==> config.mk <==
export PLATFORM = sky130hd
export DESIGN_NAME = mano_seq_control
export DESIGN_NICKNAME = d
export VERILOG_FILES = /design/src/rtl/mano_seq_control_pkg.sv /design/src/rtl/mano_reg_ref_decode.sv /design/src/rtl/mano_seq_control.sv
export SDC_FILE = /design/constraint.sdc
export NUM_CORES = 1
export LEC_CHECK = 0
export ABC_AREA = 1
export ABC_CLOCK_PERIOD_IN_PS = 4600
export CELL_PAD_IN_SITES_DETAIL_PLACEMENT = 1
export CELL_PAD_IN_SITES_GLOBAL_PLACEMENT = 2
export CORE_AREA = 2 2 73 75
export DETAILED_ROUTE_END_ITERATION = 16
export DIE_AREA = 0 0 75 77
export GPL_TIMING_DRIVEN = 0
export MAX_ROUTING_LAYER = met4
export PLACE_DENSITY_LB_ADDON = 0.1
export SLEW_MARGIN = 0
export SYNTH_ARGS = -nofsm -noshare
export SYNTH_HDL_FRONTEND = slang
export SYNTH_SLANG_ARGS = --single-unit
==> constraint.sdc <==
create_clock -name clk -period 4.6 [get_ports clk]
set_clock_uncertainty 0.15 [all_clocks]
set_input_delay 0.69 -clock clk [delete_from_list [all_inputs] [get_ports clk]]
set_output_delay 0.69 -clock clk [all_outputs]
set_load 0.05 [all_outputs]
==> src/rtl/mano_seq_control_pkg.sv <==
// Shared constants for the Mano control unit: control-word bit map, FSM encoding, opcodes.
// Pure definitions, no logic.
package mano_ctrl_pkg;

  localparam int AR_LD_PC  = 0;
  localparam int AR_LD_IR  = 1;
  localparam int AR_LD_MEM = 2;
  localparam int AR_INC    = 3;
  localparam int IR_LD     = 4;
  localparam int PC_INC    = 5;
  localparam int PC_LD_AR  = 6;
  localparam int MEM_RD    = 7;
  localparam int MEM_WR_AC = 8;
  localparam int MEM_WR_PC = 9;
  localparam int MEM_WR_DR = 10;
  localparam int DR_LD     = 11;
  localparam int DR_INC    = 12;
  localparam int AC_AND    = 13;
  localparam int AC_ADD    = 14;
  localparam int AC_LD_DR  = 15;
  localparam int AC_CLR    = 16;
  localparam int AC_CMP    = 17;
  localparam int AC_SHR    = 18;
  localparam int AC_SHL    = 19;
  localparam int AC_INC    = 20;
  localparam int E_CLR     = 21;
  localparam int E_CMP     = 22;
  localparam int SC_CLR    = 23;

  localparam logic [1:0] ST_IDLE = 2'd0;
  localparam logic [1:0] ST_RUN  = 2'd1;
  localparam logic [1:0] ST_HALT = 2'd2;

  localparam logic [2:0] D_AND = 3'd0;
  localparam logic [2:0] D_ADD = 3'd1;
  localparam logic [2:0] D_LDA = 3'd2;
  localparam logic [2:0] D_STA = 3'd3;
  localparam logic [2:0] D_BUN = 3'd4;
  localparam logic [2:0] D_BSA = 3'd5;
  localparam logic [2:0] D_ISZ = 3'd6;
  localparam logic [2:0] D_REG = 3'd7;

endpackage

==> src/rtl/mano_reg_ref_decode.sv <==
// Register-reference decode: ir[11:0] plus AC/E flags -> control bits and halt request.
// Purely combinational, zero latency; no flow control.
module mano_reg_ref_decode
  import mano_ctrl_pkg::*;
#(
  parameter int CTRL_W = 24
) (
  input  logic [11:0]       ops,
  input  logic              ac_zero,
  input  logic              ac_msb,
  input  logic              e_bit,
  output logic [CTRL_W-1:0] ctrl,
  output logic              halt_req
);

  always_comb begin
    ctrl           = '0;
    ctrl[SC_CLR]   = 1'b1;
    ctrl[AC_CLR]   = ops[11];
    ctrl[E_CLR]    = ops[10];
    ctrl[AC_CMP]   = ops[9];
    ctrl[E_CMP]    = ops[8];
    ctrl[AC_SHR]   = ops[7];
    ctrl[AC_SHL]   = ops[6];
    ctrl[AC_INC]   = ops[5];
    // Any combination of satisfied skip conditions collapses to one PC increment.
    ctrl[PC_INC]   = (ops[4] && !ac_msb) || (ops[3] && ac_msb) ||
                     (ops[2] && ac_zero) || (ops[1] && !e_bit);
    halt_req       = ops[0];
  end

endmodule

==> src/rtl/mano_seq_control.sv <==
// Hardwired Mano control unit: SC-timed control word, IDLE/RUN/HALT FSM, SC overrun trap.
// ctrl is combinational from registered state; instructions take 4..7 clocks, no backpressure.
module mano_seq_control
  import mano_ctrl_pkg::*;
#(
  parameter int ADDR_W = 12,
  parameter int SC_W   = 3,
  parameter int CTRL_W = 24
) (
  input  logic              clk,
  input  logic              reset,
  input  logic              start,
  input  logic [ADDR_W+3:0] ir,
  input  logic              ac_zero,
  input  logic              ac_msb,
  input  logic              e_bit,
  input  logic              dr_zero,
  output logic [CTRL_W-1:0] ctrl,
  output logic [SC_W-1:0]   t_state,
  output logic              running,
  output logic              halted,
  output logic              sc_err
);

  logic [1:0]        fsm;
  logic [SC_W-1:0]   sc;
  logic [2:0]        d_reg;
  logic              i_reg;
  logic [CTRL_W-1:0] rr_ctrl;
  logic              rr_halt;
  logic [CTRL_W-1:0] raw;
  logic              halt_req;
  logic              overrun;

  mano_reg_ref_decode #(.CTRL_W(CTRL_W)) u_reg_ref (
    .ops      (ir[11:0]),
    .ac_zero  (ac_zero),
    .ac_msb   (ac_msb),
    .e_bit    (e_bit),
    .ctrl     (rr_ctrl),
    .halt_req (rr_halt)
  );

  always_comb begin
    raw      = '0;
    halt_req = 1'b0;
    if (fsm == ST_RUN) begin
      case (int'(sc))
        0: raw[AR_LD_PC] = 1'b1;
        1: begin
          raw[MEM_RD] = 1'b1;
          raw[IR_LD]  = 1'b1;
          raw[PC_INC] = 1'b1;
        end
        2: raw[AR_LD_IR] = 1'b1;
        3: begin
          if (d_reg == D_REG) begin
            if (!i_reg) begin
              raw      = rr_ctrl;
              halt_req = rr_halt;
            end else begin
              raw[SC_CLR] = 1'b1;
            end
          end else if (i_reg) begin
            raw[MEM_RD]    = 1'b1;
            raw[AR_LD_MEM] = 1'b1;
          end
        end
        4: begin
          case (d_reg)
            D_AND, D_ADD, D_LDA, D_ISZ: begin
              raw[MEM_RD] = 1'b1;
              raw[DR_LD]  = 1'b1;
            end
            D_STA: begin
              raw[MEM_WR_AC] = 1'b1;
              raw[SC_CLR]    = 1'b1;
            end
            D_BUN: begin
              raw[PC_LD_AR] = 1'b1;
              raw[SC_CLR]   = 1'b1;
            end
            D_BSA: begin
              raw[MEM_WR_PC] = 1'b1;
              raw[AR_INC]    = 1'b1;
            end
            default: ;
          endcase
        end
        5: begin
          case (d_reg)
            D_AND: begin raw[AC_AND]   = 1'b1; raw[SC_CLR] = 1'b1; end
            D_ADD: begin raw[AC_ADD]   = 1'b1; raw[SC_CLR] = 1'b1; end
            D_LDA: begin raw[AC_LD_DR] = 1'b1; raw[SC_CLR] = 1'b1; end
            D_BSA: begin raw[PC_LD_AR] = 1'b1; raw[SC_CLR] = 1'b1; end
            D_ISZ: raw[DR_INC] = 1'b1;
            default: ;
          endcase
        end
        6: begin
          // dr_zero here already reflects DR after the T5 increment.
          if (d_reg == D_ISZ) begin
            raw[MEM_WR_DR] = 1'b1;
            raw[PC_INC]    = dr_zero;
            raw[SC_CLR]    = 1'b1;
          end
        end
        default: ;
      endcase
    end
  end

  assign overrun = (fsm == ST_RUN) && (sc == {SC_W{1'b1}}) && !raw[SC_CLR];
  assign ctrl    = overrun ? '0 : raw;
  assign t_state = sc;
  assign running = (fsm == ST_RUN);
  assign halted  = (fsm == ST_HALT);

  always_ff @(posedge clk or posedge reset) begin
    if (reset) begin
      fsm    <= ST_IDLE;
      sc     <= '0;
      d_reg  <= '0;
      i_reg  <= 1'b0;
      sc_err <= 1'b0;
    end else begin
      case (fsm)
        ST_RUN: begin
          if (overrun) begin
            sc_err <= 1'b1;
            fsm    <= ST_HALT;
            sc     <= '0;
          end else if (halt_req) begin
            fsm <= ST_HALT;
            sc  <= '0;
          end else if (raw[SC_CLR]) begin
            sc <= '0;
          end else begin
            sc <= sc + 1'b1;
          end
          if (int'(sc) == 2) begin
            d_reg <= ir[ADDR_W+2:ADDR_W];
            i_reg <= ir[ADDR_W+3];
          end
        end
        default: begin
          if (start) begin
            fsm <= ST_RUN;
            sc  <= '0;
          end
        end
      endcase
    end
  end

endmodule

# --- Yosys cells after proc, flatten, opt, wreduce, memory -nomap -nowiden ---
# Index checks and enable logic that the tools add are counted.
classes:
  add_sub_neg: 1
  n_eq_ne: 18
  mux: 47
  reduce_logical: 21
ops:
  columns: ["operator", "count"]
  rows:
  - ["$mux 24", 2]
  - ["$eq 3x3->1 const B", 9]
  - ["$mux 23", 1]
  - ["$mux 1", 19]
  - ["$mux 16", 1]
  - ["$mux 3", 5]
  - ["$eq 3x2->1 const B", 4]
  - ["$pmux 1 s2", 6]
  - ["$mux 2", 5]
  - ["$pmux 1 s3", 3]
  - ["$pmux 4 s2", 1]
  - ["$reduce_or 4->1", 2]
  - ["$mux 7", 1]
  - ["$eq 3x1->1 const B", 2]
  - ["$logic_and 1x1->1", 6]
  - ["$logic_not 3->1", 2]
  - ["$reduce_and 2->1", 3]
  - ["$mux 4", 1]
  - ["$pmux 1 s4", 1]
  - ["$pmux 2 s2", 1]
  - ["$add 3x1->3 const B", 1]
  - ["$logic_not 1->1", 3]
  - ["$logic_or 1x1->1", 3]
  - ["$ne 3x1->1 const B", 1]
  - ["4 further kinds", 4]
totals:
  register_bits: 10
  out_inout_bits: 30
  word_cells: 92

# --- Longest topological paths before layout ---
# Gate-level depths: netlist of the first run.
logic_depth:
  word_depth: 13
  mapped_depth: 13
  ltp_nobuf: 13

# --- By module ---
# From an unflattened synthesis of the first run, not the netlist that was laid out.
unflattened:
  cells_unflattened: 222
  area_unflattened_um2: 1366.3
by_module_without_submodules:
  columns: ["module", "n_inst", "cells_each", "area_each_um2", "seq_area_each_um2"]
  rows:
  - ["mano_seq_control", 1, 185, 1137.3, 250.2]
  - ["mano_reg_ref_decode", 1, 37, 229.0, 0.0]

# --- Worst setup path before layout of the first run ---
# OpenSTA, ideal clock, no wires.
synth_path:
  path_kind: "flip-flop to output port"
  from: "reg sc[0], in the netlist t_state[0]"
  to: "out ctrl[9]"
  arrival_time_ns: 3.014
  slack_ns: 0.746
  stages_incl_launch_ff: 13
  cell_sequence: "dfrtp_1 > inv_1 > ha_1 > inv_1 > nand2_1 > nand2_1 > nand2_1 > nand2_1 > o21bai_4 > nand2_4 > nand2_4 > nor3_1 > buf_4"
synth_between:
  elab_chain_len: 6
  elab_cells_between_ends: 12
synth_lines:
  columns: ["element", "line_no", "text"]
  rows:
  - ["start, declared", "mano_seq_control.sv:26", "logic [SC_W-1:0] sc;"]
  - ["start signal, assigned", "mano_seq_control.sv:139", "sc <= sc + 1'b1;"]
  - ["$eq 3x3->1 / $eq 3x2->1 (equally long branches)", "mano_seq_control.sv:48", "case (int'(sc))"]
  - ["$pmux 1 s4", "mano_seq_control.sv:48", null]
  - ["$mux 24", "mano_seq_control.sv:47", "if (fsm == ST_RUN) begin"]
  - ["$logic_not 1->1", "mano_seq_control.sv:113", "assign overrun = (fsm == ST_RUN) && (sc == {SC_W{1'b1}}) && !raw[SC_CLR];"]
  - ["$logic_and 1x1->1", "mano_seq_control.sv:113", null]
  - ["$mux 24 *", "mano_seq_control.sv:114", "assign ctrl = overrun ? '0 : raw;"]
  - ["end, declared", "mano_seq_control.sv:18", "output logic [CTRL_W-1:0] ctrl,"]
# Mark *: on every way between the ends. The rest lies on a longest branch, timed or not.

# --- Final worst setup path of the first run ---
# Same ends and word-level chain as after synthesis.

==> flow_metrics.env, run 1 <==
export IMPL_worst_path_max_fanout=5
export IMPL_critical_path_arrival_ns=2.92
export IMPL_cts_sinks=10
export IMPL_core_area_um2=4980
export IMPL_p_int_uw=396
export IMPL_ir_drop_mv=0.308
export IMPL_fin_setup_tns_ns=0
export IMPL_drtIter0Drc=11
export IMPL_slew_viol_final=0
export IMPL_wl_mm=3.26
export IMPL_ys_seq_elements=10
export IMPL_max_slew_margin_rel_pct=65.8
export IMPL_synth_cell_type_count=26
export IMPL_fin_area_um2=1690
export IMPL_grt_max_degree=11
export IMPL_hold_viol=0
export IMPL_timing_rr_start="t_state[0]$_DFFE_PP0P_"
export IMPL_htreeDepth=1
export IMPL_antenna_found_initial=0
export IMPL_grt_setup_unrepaired="no"
export IMPL_p_leak_uw=0.000751
export IMPL_worstPathCellList="inv_1 -> ha_1 -> nand2_2 -> inv_1 -> nand3_1 -> nand3_1 -> o21bai_4 -> nand2_4 -> nand2_4 -> nor3_1 -> buf_4 -> clkdlybuf4s50_1"
export IMPL_num_nets_final=237
export IMPL_pwr_share_comb_pct=66.3
export IMPL_gr_usage_all_layers_pct=11.9
export IMPL_ios=53
export IMPL_postCtsHoldBufs=0
export IMPL_syn_area_per_cell_um2=6.77
export IMPL_hold_slack_ns=0.323
export IMPL_fp_dieH_um=77
export IMPL_port_buffers=52
export IMPL_num_antenna_cells=0
export IMPL_antenna_left=0
export IMPL_rows=26
export IMPL_wire_per_inst_um=11.8
export IMPL_worstSetupPathType="reg -> out"
export IMPL_post_dp_cell_area_um2=1630
export IMPL_crit_path_end_kind="output port"
export IMPL_dp_cells=273
export IMPL_die_area_um2=5780
export IMPL_clock_path_buffers=2
export IMPL_die_width_um=75
export IMPL_layout_min_cycle_time_ns=3.76
export IMPL_postCtsSetupBuffers=0
export IMPL_cp_endpoint="ctrl[9]"
export IMPL_yosysSeqAreaShare_pct=24.5
export IMPL_setup_viol_count_final=0
export IMPL_clock_root_buffer="clkbuf_8"
export IMPL_grt_overflow_total=0
export IMPL_drt_pass1_iter_count=3
export IMPL_sw_frac_of_total_pct=53.3
export IMPL_worstReg2RegEnd="t_state[2]$_DFFE_PP0P_"
export IMPL_cts_resized_gates=0
export IMPL_globalplace_congestion=0.714
export IMPL_yosys_most_used_dff="dfrtp_1"
export IMPL_stdcell_count=277
export IMPL_startpoint="t_state[0]$_DFFE_PP0P_"
export IMPL_hp_class="reg -> reg"
export IMPL_r2r_setup_slack_ns=2.64
export IMPL_vias=1107
export IMPL_grt_first_pass_wirelength_mm=5.31
export IMPL_clkLatencyLatePin_ns=0.23
export IMPL_slowest_stage="clkdlybuf4s50_1"
export IMPL_drive_above_1_share_pct=16.4
export IMPL_seqPwrFrac_pct=20.7
export IMPL_synth_top_cell_area_share_pct=24.5
export IMPL_area_delta_synth_final_pct=64.9
export IMPL_p_switching_uw=452
export IMPL_reg2reg_depth=9
export IMPL_critPathMaxStageDelay_ns=0.79
export IMPL_yosysWarnings=0
export IMPL_start_util_pct=20.5
export IMPL_synthArstFlopShare_pct=100
export IMPL_cts_made_buffers=3
export IMPL_drc=0
export IMPL_synthTopCellsByCount="nand2_1 (38), inv_1 (23), nor2_1 (18)"
export IMPL_synth_edf_count=0
export IMPL_synth_area_um2=1020
export IMPL_worstMarginPinSlew_ns=0.512
export IMPL_cp_start_kind="flip-flop"
export IMPL_clock_fmax_mhz=266
export IMPL_viasPerCell=4.00
export IMPL_synth_area_leaders="dfrtp_1 (24%), nand2_1 (14%), inv_1 (8.4%)"
export IMPL_grt_pass1_vias=1137
export IMPL_status="finished clean"
export IMPL_synth_largest_area_cell="dfrtp_1"
export IMPL_tritoncts="done"
export IMPL_max_cap_viol_count=0
export IMPL_clkPwrFrac_pct=12.9
export IMPL_yosysMostFrequentCell="nand2_1"
export IMPL_cts_clk_slew_worst_paths_ns=0.05
export IMPL_finalCritPeriodShare_pct=81.8
export IMPL_cellPowerDensity_nw_per_um2=503
export IMPL_netlist_instances=151
export IMPL_critPathRequiredTime_ns=3.76
export IMPL_total_power_uw=847
export IMPL_dpl_hpwl_mm=2.85
export IMPL_syn_num_nets=180
-- through the flow --
step	setup slack (ns)	util (%)
6_report	0.835	33.9
5_1_grt	0.568	33.9
4_1_cts	0.818	33.9
3_5_place_dp	1.07	32.8
3_3_place_gp	1.16	32.8
2_1_floorplan	0.746	-
-- area by class of cell --
| cell class | count | area (µm²) |
|---|---|---|
| Buffer | 3 | 38.8 |
| Clock buffer | 4 | 55.1 |
| Fill cell | 636 | 3290 |
| Inverter | 26 | 97.6 |
| Multi-Input combinational cell | 112 | 636 |
| Sequential cell | 10 | 250 |
| Tap cell | 70 | 87.6 |
| Timing Repair Buffer | 52 | 520 |
-- critical path: cells and delay by family (launching register included) --
| family | cells | cell delay, ns |
|---|---|---|
| DFF | 1 | 0.41 |
| adders and majority gates | 1 | 0.21 |
| AOI/OAI and AO/OA | 1 | 0.09 |
| buffers and inverters | 4 | 1.18 |
| and+or+nand+nor | 6 | 0.80 |
-- logic make-up (layout without fill, tap and decap cells) --
family          after synthesis  after routing  synth area share (%)
compound gates               13             13                  8.08
simple gates                 91             91                  44.6
mux                           2              2                  2.20
buf+inv                      29             85                  13.3
flops                        10             10                  24.5
fa+ha+maj                     6              6                  7.34
-- worst min-delay path by stage --
stage                                  start            endpoint  slack, ns  depth (start not counted)
after floorplan           fsm[0]$_DFFE_PP0P_  fsm[0]$_DFFE_PP0P_       0.31                          2
after global placement    sc_err$_DFFE_PP0P_  sc_err$_DFFE_PP0P_       0.30                          1
after detailed placement  sc_err$_DFFE_PP0P_  sc_err$_DFFE_PP0P_       0.31                          1
after CTS                 sc_err$_DFFE_PP0P_  sc_err$_DFFE_PP0P_       0.33                          1
after global routing      sc_err$_DFFE_PP0P_  sc_err$_DFFE_PP0P_       0.35                          1
final                     sc_err$_DFFE_PP0P_  sc_err$_DFFE_PP0P_       0.32                          1
-- placed cells by master, fill, tap and decap left out --
| master | count |
|---|---|
| nor2_8 | 1 |
| clkdlybuf4s50_1 | 52 |
| nor3_1 | 2 |
| o21bai_4 | 1 |
| nor2_4 | 3 |
| a21oi_1 | 5 |
| ha_1 | 6 |
| buf_6 | 1 |
| nand3_1 | 8 |
| buf_12 | 1 |
| clkbuf_8 | 4 |
| nand2_4 | 2 |
| buf_4 | 1 |
| nor2_2 | 9 |
| nor4_1 | 1 |
| inv_1 | 23 |
| inv_2 | 3 |
| nand2_2 | 5 |
| nand2_1 | 38 |
| or2_1 | 1 |
| o21ai_0 | 5 |
| dfrtp_1 | 10 |
| o211ai_1 | 1 |
| o22ai_1 | 1 |
| mux2_2 | 2 |
| nand4_1 | 2 |
| nor2_1 | 18 |
| or2_2 | 1 |
-- power groups by stage --
stage               combinational, µW  sequential, µW  clock [µW]
finish                            562             176         110
global route                      621             183         118
CTS                               574             176         112
detailed placement                573             177           0
global placement                  564             175           0
floorplan                         367             209           0
-- per-layer routing --
metal / global-route usage (%) / share of wire [%] / vias to the layer above / wire length (µm)
met2: 20.4 / 48 / 38 / 1560
met5: - / 0 / - / 0
met3: 2.10 / 7.2 / 2 / 236
met1: 14.5 / 44 / 491 / 1440
li1: - / - / 576 / -
met4: 2.14 / 0.61 / 0 / 20
Power figures use the tool's default switching activity.
==> run 2: changes to the inputs <==
Settings changed: ABC_CLOCK_PERIOD_IN_PS 4600 to 3300, CORE_AREA 2 2 73 75 to 2 2 79 81, DIE_AREA 0 0 75 77 to 0 0 81 83.
Clock period 4.6 ns to 3.3 ns, I/O delays scaled along.
==> run 2 against run 1 <==
  * Via count grew 0.36%
  * Wire length grew 2.2%
  * Clock power grew 12%
  * Sequential power grew 40%
  * Hold slack lost 0.0019 ns
  * Cell count grew 1.4%
==> flow_metrics.env, run 2 (synthesized netlist as in run 1, its figures left out) <==
export IMPL_antenna_found_initial=0
export IMPL_fin_util_pct=28.6
export IMPL_timing_rr_start="t_state[0]$_DFFE_PP0P_"
export IMPL_max_slew_margin_rel_pct=65.9
export IMPL_htreeDepth=1
export IMPL_antenna_left=0
export IMPL_seqPwrFrac_pct=21.8
export IMPL_dp_cells=278
export IMPL_wire_per_inst_um=11.9
export IMPL_p_leak_uw=0.000877
export IMPL_setup_viol_count_final=0
export IMPL_worstReg2RegEnd="fsm[0]$_DFFE_PP0P_"
export IMPL_status="finished clean"
export IMPL_clock_root_buffer="clkbuf_8"
export IMPL_worstMarginPinSlew_ns=0.510
export IMPL_worstSetupPathType="reg -> out"
export IMPL_grtUsageMet1_pct=13.7
export IMPL_busiest_layer="met2"
export IMPL_clock_fmax_mhz=326
export IMPL_cts_sinks=10
export IMPL_ir_drop_mv=0.344
export IMPL_num_antenna_cells=0
export IMPL_grt_max_degree=11
export IMPL_cts_clk_slew_worst_paths_ns=0.04
export IMPL_hold_viol=0
export IMPL_finalCritPeriodShare_pct=92.9
export IMPL_hold_slack_ns=0.321
export IMPL_ios=53
export IMPL_gr_usage_all_layers_pct=10.8
export IMPL_fin_setup_tns_ns=0
export IMPL_drive_above_1_share_pct=18.0
export IMPL_critical_path_arrival_ns=2.42
export IMPL_fp_dieH_um=83
export IMPL_drt_pass1_iter_count=2
export IMPL_grt_overflow_total=0
export IMPL_post_dp_cell_area_um2=1640
export IMPL_reg2reg_depth=12
export IMPL_slew_viol_final=0
export IMPL_grtUsageMet2_pct=18.0
export IMPL_core_area_um2=5820
export IMPL_cts_made_buffers=3
export IMPL_stdcell_count=281
export IMPL_area_delta_synth_final_pct=62.7
export IMPL_dpl_hpwl_mm=2.88
export IMPL_postCtsHoldBufs=0
export IMPL_fin_area_um2=1660
export IMPL_worst_path_max_fanout=10
export IMPL_tritoncts="done"
export IMPL_p_switching_uw=628
export IMPL_whs_path_depth=1
export IMPL_sw_frac_of_total_pct=55.3
export IMPL_port_buffers=52
export IMPL_cp_start_kind="flip-flop"
export IMPL_p_int_uw=508
export IMPL_max_cap_viol_count=0
export IMPL_num_nets_final=237
export IMPL_mostFrequentLayoutCell="nand2_1"
export IMPL_globalplace_congestion=0.729
export IMPL_hp_class="reg -> reg"
export IMPL_fillers=739
export IMPL_critPathRequiredTime_ns=2.65
export IMPL_hp_start="sc_err$_DFFE_PP0P_"
export IMPL_pwr_share_comb_pct=67.4
export IMPL_clkPwrFrac_pct=10.8
export IMPL_vias=1111
export IMPL_grt_setup_unrepaired="no"
export IMPL_final_cell_mix="nand2_1 (38), clkdlybuf4s50_1 (33), inv_1 (23)"
export IMPL_grt_first_pass_wirelength_mm=5.69
export IMPL_clock_path_buffers=2
export IMPL_cellPowerDensity_nw_per_um2=683
export IMPL_viasPerCell=3.95
export IMPL_crit_path_end_kind="output port"
export IMPL_rows=28
export IMPL_clkLatencyLatePin_ns=0.23
export IMPL_layout_min_cycle_time_ns=3.07
export IMPL_r2r_setup_slack_ns=1.42
export IMPL_start_util_pct=17.6
export IMPL_grt_util_met3_pct=0.978
export IMPL_die_area_um2=6720
export IMPL_drtIter0Drc=20
export IMPL_die_width_um=81
export IMPL_postCtsSetupBuffers=0
export IMPL_drc=0
export IMPL_min_to="sc_err$_DFFE_PP0P_"
export IMPL_wl_mm=3.33
export IMPL_grt_pass1_vias=1237
## run 2: changes by cell type in the layout (fill, tap and decap cells not counted), moves of 3 or more
cell | before | now
dlymetal6s2s_1 | 0 | 4
clkdlybuf4s50_1 | 52 | 33
dlygate4sd2_1 | 0 | 12
clkbuf_2 | 0 | 3
## run 2: cell type report
cell class              count  area [µm²]  area share (%)
flip-flops and latches     10         250            15.0
well taps                  75        93.8            5.64
clock buffers               3        41.3            2.48
inverters                  26        97.6            5.87
plain buffers               3        38.8            2.33
multi-input cells         112         641            38.5
repair buffers             52         500            30.1
## run 2: stage by stage
step                total power, µW  worst slack [ns]
floorplan                       804           0.00878
global placement               1050             0.126
detailed placement             1050            0.0777
CTS                            1160            0.0142
global route                   1240           0.00249
finish                         1140             0.234
## run 2: critical path: stages, from the launching register on
cell	delay, ns
dfrtp_1	0.41
inv_1	0.13
ha_1	0.19
nand2_2	0.09
inv_1	0.08
nand3_1	0.09
nand3_1	0.16
o21bai_4	0.09
nand2_4	0.10
nand2_4	0.09
buf_12	0.16
nor2_2	0.07
dlygate4sd2_1	0.54
## run 2: layer usage
| layer | vias to the layer above | share of wire, % |
|---|---|---|
| li1 | 575 | - |
| met1 | 496 | 46 |
| met2 | 35 | 47 |
| met3 | 5 | 5.2 |
| met4 | 0 | 1.3 |
| met5 | - | 0 |
## run 2: timing repair
item                       CTS  global route
setup endpoints to repair   15             7
pin swaps                    0             0
resized for setup           15            10
## run 2: worst max path at each step
stage,cells after the start,to,from
2_1_floorplan,5,ctrl[14],t_state[0]$_DFFE_PP0P_
3_3_place_gp,12,ctrl[9],t_state[0]$_DFFE_PP0P_
3_5_place_dp,12,ctrl[9],t_state[0]$_DFFE_PP0P_
4_1_cts,11,ctrl[15],t_state[0]$_DFFE_PP0P_
5_1_grt,12,ctrl[4],t_state[0]$_DFFE_PP0P_
6_report,12,ctrl[4],t_state[0]$_DFFE_PP0P_
## run 2: power by group through the flow
stage	clock network, µW	registers (µW)	logic, µW
6_report	123	247	766
5_1_grt	137	257	847
4_1_cts	128	247	786
3_5_place_dp	0	249	801
3_3_place_gp	0	246	799
2_1_floorplan	0	291	513
